--- config.mk ---
export PLATFORM = sky130hd
export DESIGN_NAME = xbus_master_arbiter
export DESIGN_NICKNAME = d
export VERILOG_FILES = /design/src/rtl/xbus_master_arbiter.sv
export SDC_FILE = /design/constraint.sdc
export NUM_CORES = 1
export LEC_CHECK = 0
export ABC_AREA = 1
export ABC_CLOCK_PERIOD_IN_PS = 1200
export CORE_AREA = 2 2 235 237
export DETAILED_ROUTE_END_ITERATION = 6
export DIE_AREA = 0 0 237 239
export MAX_ROUTING_LAYER = met4
export PLACE_DENSITY = 0.35
export SLEW_MARGIN = 20
export SYNTH_ARGS = -nofsm -noshare
export SYNTH_HDL_FRONTEND = slang
export SYNTH_SLANG_ARGS = --single-unit
--- constraint.sdc ---
create_clock -name clk_i -period 1.2 [get_ports clk_i]
set_input_delay 0.18 -clock clk_i [delete_from_list [all_inputs] [get_ports clk_i]]
set_output_delay 0.18 -clock clk_i [all_outputs]
set_load 0.005 [all_outputs]
--- src/rtl/xbus_master_arbiter.sv ---
// xbus_master_arbiter: two-master round-robin X bus arbiter with cycle-hold ownership and stalled-strobe watchdog
module xbus_master_arbiter #(
  parameter int TW      = 8,
  parameter int TIMEOUT = 255
) (
  input  logic        clk_i,
  input  logic        reset_i,
  input  logic [63:0] a_adr_i,
  input  logic [63:0] a_dat_i,
  input  logic        a_we_i,
  input  logic        a_cyc_i,
  input  logic        a_stb_i,
  input  logic [1:0]  a_siz_i,
  input  logic        a_signed_i,
  output logic        a_ack_o,
  output logic        a_err_o,
  output logic [63:0] a_dat_o,
  input  logic [63:0] b_adr_i,
  input  logic [63:0] b_dat_i,
  input  logic        b_we_i,
  input  logic        b_cyc_i,
  input  logic        b_stb_i,
  input  logic [1:0]  b_siz_i,
  input  logic        b_signed_i,
  output logic        b_ack_o,
  output logic        b_err_o,
  output logic [63:0] b_dat_o,
  output logic [63:0] x_adr_o,
  output logic [63:0] x_dat_o,
  output logic        x_we_o,
  output logic        x_cyc_o,
  output logic        x_stb_o,
  output logic [1:0]  x_siz_o,
  output logic        x_signed_o,
  input  logic        x_ack_i,
  input  logic [63:0] x_dat_i,
  output logic [1:0]  gnt_o
);
  typedef enum logic [1:0] {IDLE, OWN_A, OWN_B} state_t;
  localparam logic [TW-1:0] TO = TIMEOUT[TW-1:0];
  state_t        state_q, state_d;
  logic          last_b_q, last_b_d;
  logic [TW-1:0] cnt_q, cnt_d;
  logic          own_a, own_b, timeout;
  always_ff @(posedge clk_i) begin
    if (reset_i) begin
      state_q  <= IDLE;
      last_b_q <= 1'b1;
      cnt_q    <= '0;
    end else begin
      state_q  <= state_d;
      last_b_q <= last_b_d;
      cnt_q    <= cnt_d;
    end
  end
  // A tie in IDLE goes to whichever master did not own the bus last.
  always_comb begin
    state_d  = state_q;
    last_b_d = last_b_q;
    case (state_q)
      IDLE:    state_d = (a_cyc_i && (!b_cyc_i || last_b_q)) ? OWN_A : b_cyc_i ? OWN_B : IDLE;
      OWN_A: if (!a_cyc_i) begin
        state_d  = b_cyc_i ? OWN_B : IDLE;
        last_b_d = 1'b0;
      end
      OWN_B: if (!b_cyc_i) begin
        state_d  = a_cyc_i ? OWN_A : IDLE;
        last_b_d = 1'b1;
      end
      default: state_d = IDLE;
    endcase
  end
  assign own_a = (state_q == OWN_A);
  assign own_b = (state_q == OWN_B);
  assign gnt_o = {own_b, own_a};
  assign x_cyc_o    = (own_a & a_cyc_i) | (own_b & b_cyc_i);
  assign x_stb_o    = (own_a & a_cyc_i & a_stb_i) | (own_b & b_cyc_i & b_stb_i);
  assign x_adr_o    = own_a ? a_adr_i : own_b ? b_adr_i : 64'h0;
  assign x_dat_o    = own_a ? a_dat_i : own_b ? b_dat_i : 64'h0;
  assign x_we_o     = own_a ? a_we_i : own_b ? b_we_i : 1'b0;
  assign x_siz_o    = own_a ? a_siz_i : own_b ? b_siz_i : 2'b0;
  assign x_signed_o = own_a ? a_signed_i : own_b ? b_signed_i : 1'b0;
  // An ack arriving in the timeout cycle suppresses the error; err itself restarts the count.
  assign timeout = x_stb_o && !x_ack_i && (cnt_q == TO);
  assign cnt_d   = (!x_stb_o || x_ack_i || timeout) ? '0 : cnt_q + 1'b1;
  assign a_ack_o = own_a & x_ack_i;
  assign b_ack_o = own_b & x_ack_i;
  assign a_err_o = own_a & timeout;
  assign b_err_o = own_b & timeout;
  assign a_dat_o = own_a ? x_dat_i : 64'h0;
  assign b_dat_o = own_b ? x_dat_i : 64'h0;
endmodule

==> results.cfg <==
[outcome]
status = finished, violations left
failed_checks = negative setup slack

[clock_tree]
cts.sink_count = 11
clk_path_buf_depth = 2
htree_levels = 1
cts-buffers-inserted = 3
clkTransAtPathRegs_ns = 0.04
cts_tree = built
ctsRootBufferMaster = clkbuf_16
skew_pair_late_insertion_delay_ns = 0.23

[drt]
drcViolationCount = 0
wire_per_inst_um = 21.4
drt_first_pass_iters = 4
total_wire_length_after_detailed_routing_um = 40900
detailroute.via_count = 6376
first_iter_violations = 123
via_density_per_instance = 3.33
detail_route_antenna_nets = 0

[sta]
timing.slew.headroom_pct = 82.7
tightestPinTransition_ns = 0.259
setup_ws_ns = -0.730
report.final.slew_viol_count = 0
final_period_minus_worst_setup_slack_ns = 1.93
fin_crit_sh_pct = 161
hold_viol = 0
setup-violations-final = 279
finalClockSkew_ns = 0.00253
unrepaired_setup_endpoints_after_global_routing = true
max_clock_freq_mhz = 518

[grt]
track_usage_pct = 13.2
antenna_found_initial = 10
grt_first_pass_wirelength_um = 50600
via_count_of_the_first_global_routing_pass = 6555
largest_net_degree_at_the_start_of_global_routing = 32
remaining_global_route_overflow = 0

[layout]
area_growth_pct = 340
register_area_um2 = 228
post_layout_nonfiller_instances = 1913
multi_input_logic_area_um2 = 2390
layout_cells_sized_above_1_pct = 48.7
final_common_cell = clkdlybuf4s50_1
most-common-layout-cells = 334 x clkdlybuf4s50_1, 128 x buf_2, 107 x a22o_1
postLayoutCellArea_um2 = 11600
num-nets-final = 1540
fill_cells = 6109

[logic_synthesis]
ys.flop_type = dfxtp_1
dominant_combinational_cell_family_by_area_after_synthesis = compound AO/OA/AOI/OAI gates
synth_async_sr_flop_share_pct = 0
synth-compound-area-share_pct = 45.1
number_of_synthesized_flops_with_an_enable_pin = 0
muxShareOfSynthArea_pct = 0
postSynthRegisterBits = 11
yosysWarningCount = 0
xor_xnor_cell_area_share_of_the_yosys_netlist_pct = 1.67
yosys.area_share.adder_pct = 0.476
synth_area_per_cell_um2 = 5.95
synth_cell_type_count = 21
post_synth_inst_count = 442
syn_nets = 778
ys_seq_area_share_pct = 8.37
fraction_of_the_mapped_netlist_area_in_simple_logic_gates_pct = 25.0
synth_area_um2 = 2630

[worst_setup_path]
criticalPathCategory = reg2out
ordered_cell_list_for_the_critical_path = inv_4 -> nor2_4 -> buf_6 -> buf_12 -> buf_12 -> buf_8 -> buf_6 -> a22o_4 -> buf_12
worst-endpoint-required_ns = 1.02
cp_data_arrival_time_ns = 1.75
worstSetupEndpointType = output pin
cp_slowest_cell = dfxtp_4
crit_path_start_kind = flip-flop
max_fo_critical_path = 6
cpPeakStageDelay_ns = 0.35
crit_top_cell = buf_12

[place]
post-dp-hpwl_um = 30600
io_buf_count = 602
post-place-cells = 1780
placement.cell_area_um2 = 10200
gp_congestion = 0.750
post-place-ws_ns = -0.828

[floorplan]
floorplan.io_pins = 603
chipWidth_um = 237
start_util_pct = 4.84
design.die.area_um2 = 56600
placement_rows = 86
fp.dieH_um = 239
core_area_um2 = 54300

[power_and_ir_drop]
power_report.internal_total_w = 0.00399
power.switching_fraction_pct = 35.1
vdd.ir_drop.worst_mv = 0.411
power.clock.fraction_pct = 9.7
power.static_leakage_nw = 5.56
p_comb_share_pct = 84.0
power.share.sequential_pct = 6.3
power_per_cell_area_nw_per_um2 = 532
power_switching_w = 0.00216

[flow_run]
max_cap_violations = 0

[hold_path]
hold_path.class = reg2reg
cells in the mapped netlist (2+ instances only):
cell	count	area [µm²]
o211ai_1	2	15.0
nand3_1	3	15.0
clkbuf_1	14	52.6
xor2_1	2	17.5
dfxtp_1	11	220
buf_4	10	75.1
buf_1	3	11.3
nand2_1	14	52.6
inv_2	4	15.0
inv_1	72	270
nor2_1	144	541
a21oi_1	2	10.0
nand4_1	4	25.0
xnor2_1	3	26.3
buf_2	17	85.1
a22o_1	132	1160
final timing paths:
path                   start     endpoint  slack [ns]  depth (start not counted)
setup / recovery  state_q[1]  x_dat_o[42]       -0.73                          9
hold / removal      last_b_q     last_b_q        0.49                          2
setup reg to reg  state_q[0]   state_q[1]       -0.32                          9
hold reg to reg     last_b_q     last_b_q        0.49                          2
timing repair:
action                                  in CTS  in global routing
hold buffers                                 0                  0
pin swaps                                   37                 52
gates resized for setup                    578                537
cloned                                      11                 10
endpoints found under the setup margin     271                279
setup buffers                               54                 59
cell type report:
cell class	instances	area share, %
inverter	76	2.71
tap	704	7.61
sequential	11	1.97
antenna	6	0.130
multi-input combinational	311	20.7
clock buffer	4	0.681
timing repair buffer	801	66.2
flip-flops by register name (all words and copies together) (netlist names):
| register | count |
|---|---|
| cnt_q | 8 |
| state_q | 2 |
| last_b_q | 1 |
power by group through the flow:
stage,Sequential [W],Combinational [W],Clock (W)
global placement,0.000393,0.00433,0
detailed placement,0.000392,0.00429,0
global route,0.000387,0.00550,0.000648
CTS,0.000387,0.00484,0.000623
floorplan,0.000391,0.00107,0
finish,0.000387,0.00517,0.000600
worst max-delay path, delay by kind of cell (launching register included):
kind | cells | cell delay (ns)
buffers and inverters | 7 | 0.82
AOI/OAI and AO/OA | 1 | 0.27
and+or+nand+nor | 1 | 0.04
DFF | 1 | 0.35
layer usage:
| layer | up-vias | track usage (%) | part of all wire (%) | wire length [µm] |
|---|---|---|---|---|
| li1 | 3038 | - | - | - |
| met1 | 2909 | 13.9 | 38 | 15700 |
| met2 | 402 | 24.7 | 52 | 21400 |
| met3 | 27 | 3.41 | 8.0 | 3270 |
| met4 | 0 | 2.65 | 1.4 | 592 |
| met5 | - | - | 0 | 0 |
kinds of logic (layout without fill, tap and decap cells):
kind of cell               Yosys count  count (layout)
and+or+nand+nor                    168             168
AOI/OAI and AO/OA                  137             137
buffers and inverters              120             881
DFF                                 11              11
xor gates and xnor gates             5               5
adders and majority gates            1               1
other                                0               6
stage by stage:
step                      hold WS, ns  power [W]  util (%)  TNS, ns
after floorplan                 0.239    0.00146         -    -2.06
after global placement          0.474    0.00472      18.8  -166.18
after detailed placement        0.488    0.00468      18.8  -164.45
after CTS                       0.502    0.00585      20.6  -181.19
after global routing            0.531    0.00653      21.3  -153.07
final                           0.492    0.00616      21.3  -134.63
Power figures use the tool's default switching activity.
==> RTL edit, RTL diff (same settings) <==
Change the parameter `TW` from 8 to 4.
--- a/src/rtl/xbus_master_arbiter.sv
+++ b/src/rtl/xbus_master_arbiter.sv
@@ -1,5 +1,5 @@
 // xbus_master_arbiter: two-master round-robin X bus arbiter with cycle-hold ownership and stalled-strobe watchdog
 module xbus_master_arbiter #(
-  parameter int TW      = 8,
+  parameter int TW      = 4,
   parameter int TIMEOUT = 255
 ) (
Formal check against the unedited RTL: no difference found for any inputs over 4 cycles, from zero or initial values and one cycle with reset_i high; that may be too few to reach the edited logic, so the function may still have changed.
==> RTL edit against the unedited design <==
  * The flow still finishes with violations (negative setup slack)
  * Sequential cell count decreased by 4
  * Setup slack improved by 0.073 ns
  * Power increased by 2.7%
  * Wire length decreased by 3.1%
  * Synthesized area decreased by 4.5%
  * Die area unchanged
  * Sequential share of layout area decreased by 0.75 points
  * Final area increased by 2.8%
  * Critical endpoint is now x_dat_o[33]
  * Largest cell class unchanged
==> RTL edit: results (changes against the unedited design) <==
The tools report the global-route met1 utilization as 0.1607 (+0.02145). The number of global-route vias before repair is 6421 (-2.0%). By count the netlist is led by nor2_1 (138), a22o_1 (132), inv_1 (73), buf_2 (22), buf_4 (14). Power attributed to sequential cells: 0.000256 W (-34%). The detailed-route wire length per cell works out to 21.35 µm (-0.23%). The largest registers in the layout are cnt_q x4, state_q x2, last_b_q x1.

The met3 routed wirelength came out at 3041 µm (-6.9%). The final reports fail on negative setup slack. The run finished, with violations left. For the number of cells after detailed placement, the log shows 1728 (-2.9%).

The worst path setup slack after routing was -0.6569 ns (+0.07348 ns); the via count was 6129 (-3.9%). The fraction of met2 tracks used by global routing is 0.2258 (-0.02166), and the count of routing violations after the opening detailed-route iteration is 121 (-1.6%). The most critical setup path has its startpoint at state_q[0]$_SDFFE_PP0P_. The final count of negative-setup-slack endpoints was 274 (-1.8%). The worst-case clock skew was 0.001224 ns (-0.001308 ns); the met2 wire length was 19450 µm (-9.2%). For the count of unique library cells instantiated by Yosys, the log shows 20 (-4.8%). The maximum single-stage delay on the critical path is 0.32 ns (-0.03 ns). The startpoint identified for the worst hold timing path is cnt_q[0]$_SDFF_PP0_. The arithmetic-cell share of the synthesized area counting full adders, half adders and majority gates is 0.004980 (+0.0002227).

Non-filler instance count after layout: 1859 (-2.8%). The worst-case headroom to the max-slew limit was 0.7739 (-0.05353). The total number of nets in the final design is 1482 (-3.8%), and the worst slack at placement is -0.7794 ns (+0.04842 ns). In the post-synthesis netlist, the biggest area contributors are a22o_1 (46%), nor2_1 (21%), inv_1 (11%). The post-synthesis compound-gate area fraction is 0.4691 (+0.01812), and the aggregate global-route resource usage is 0.1317 (-0.0003363). The standard cell with the maximum stage delay on the critical path was dfxtp_2.

The share of final-layout standard cells stronger than drive strength 1 is 0.5074 (+0.02031). The run gives 12 (+2) as the number of antenna violations at the first check in global routing. The filler cell count in the final layout is 6055 (-0.88%).
## RTL edit: cell types whose count changed in the layout (fill, tap and decap cells not counted), sizes merged, moves of 2 or more
cell	change
dfxtp	-4
inv	-2
xnor2	-2
dlymetal6s2s	+5
clkinv	+2
nand3	+5
clkdlybuf4s15	-13
nand4	-2
clkbuf	-58
diode	+4
nand2	-7
nor2	-7
buf	+28
## RTL edit: final cells by class
class	count	area, µm²	area share
antenna	10	25.02	0.002105
multi-input combinational	295	2890	0.2431
tap	704	880.8	0.07410
timing repair buffer	764	7567	0.6366
clock buffer	3	75.07	0.006315
clock inverter	1	5.005	0.0004210
sequential	7	145.1	0.01221
inverter	75	299.0	0.02516
## RTL edit: what timing repair did
action                     4_1_cts  5_1_grt
setup buffers                   86       27
hold buffers                     0        0
pin swaps                       45       51
gates cloned                    21        6
gates resized for setup       1116      325
setup endpoints to repair      274      275
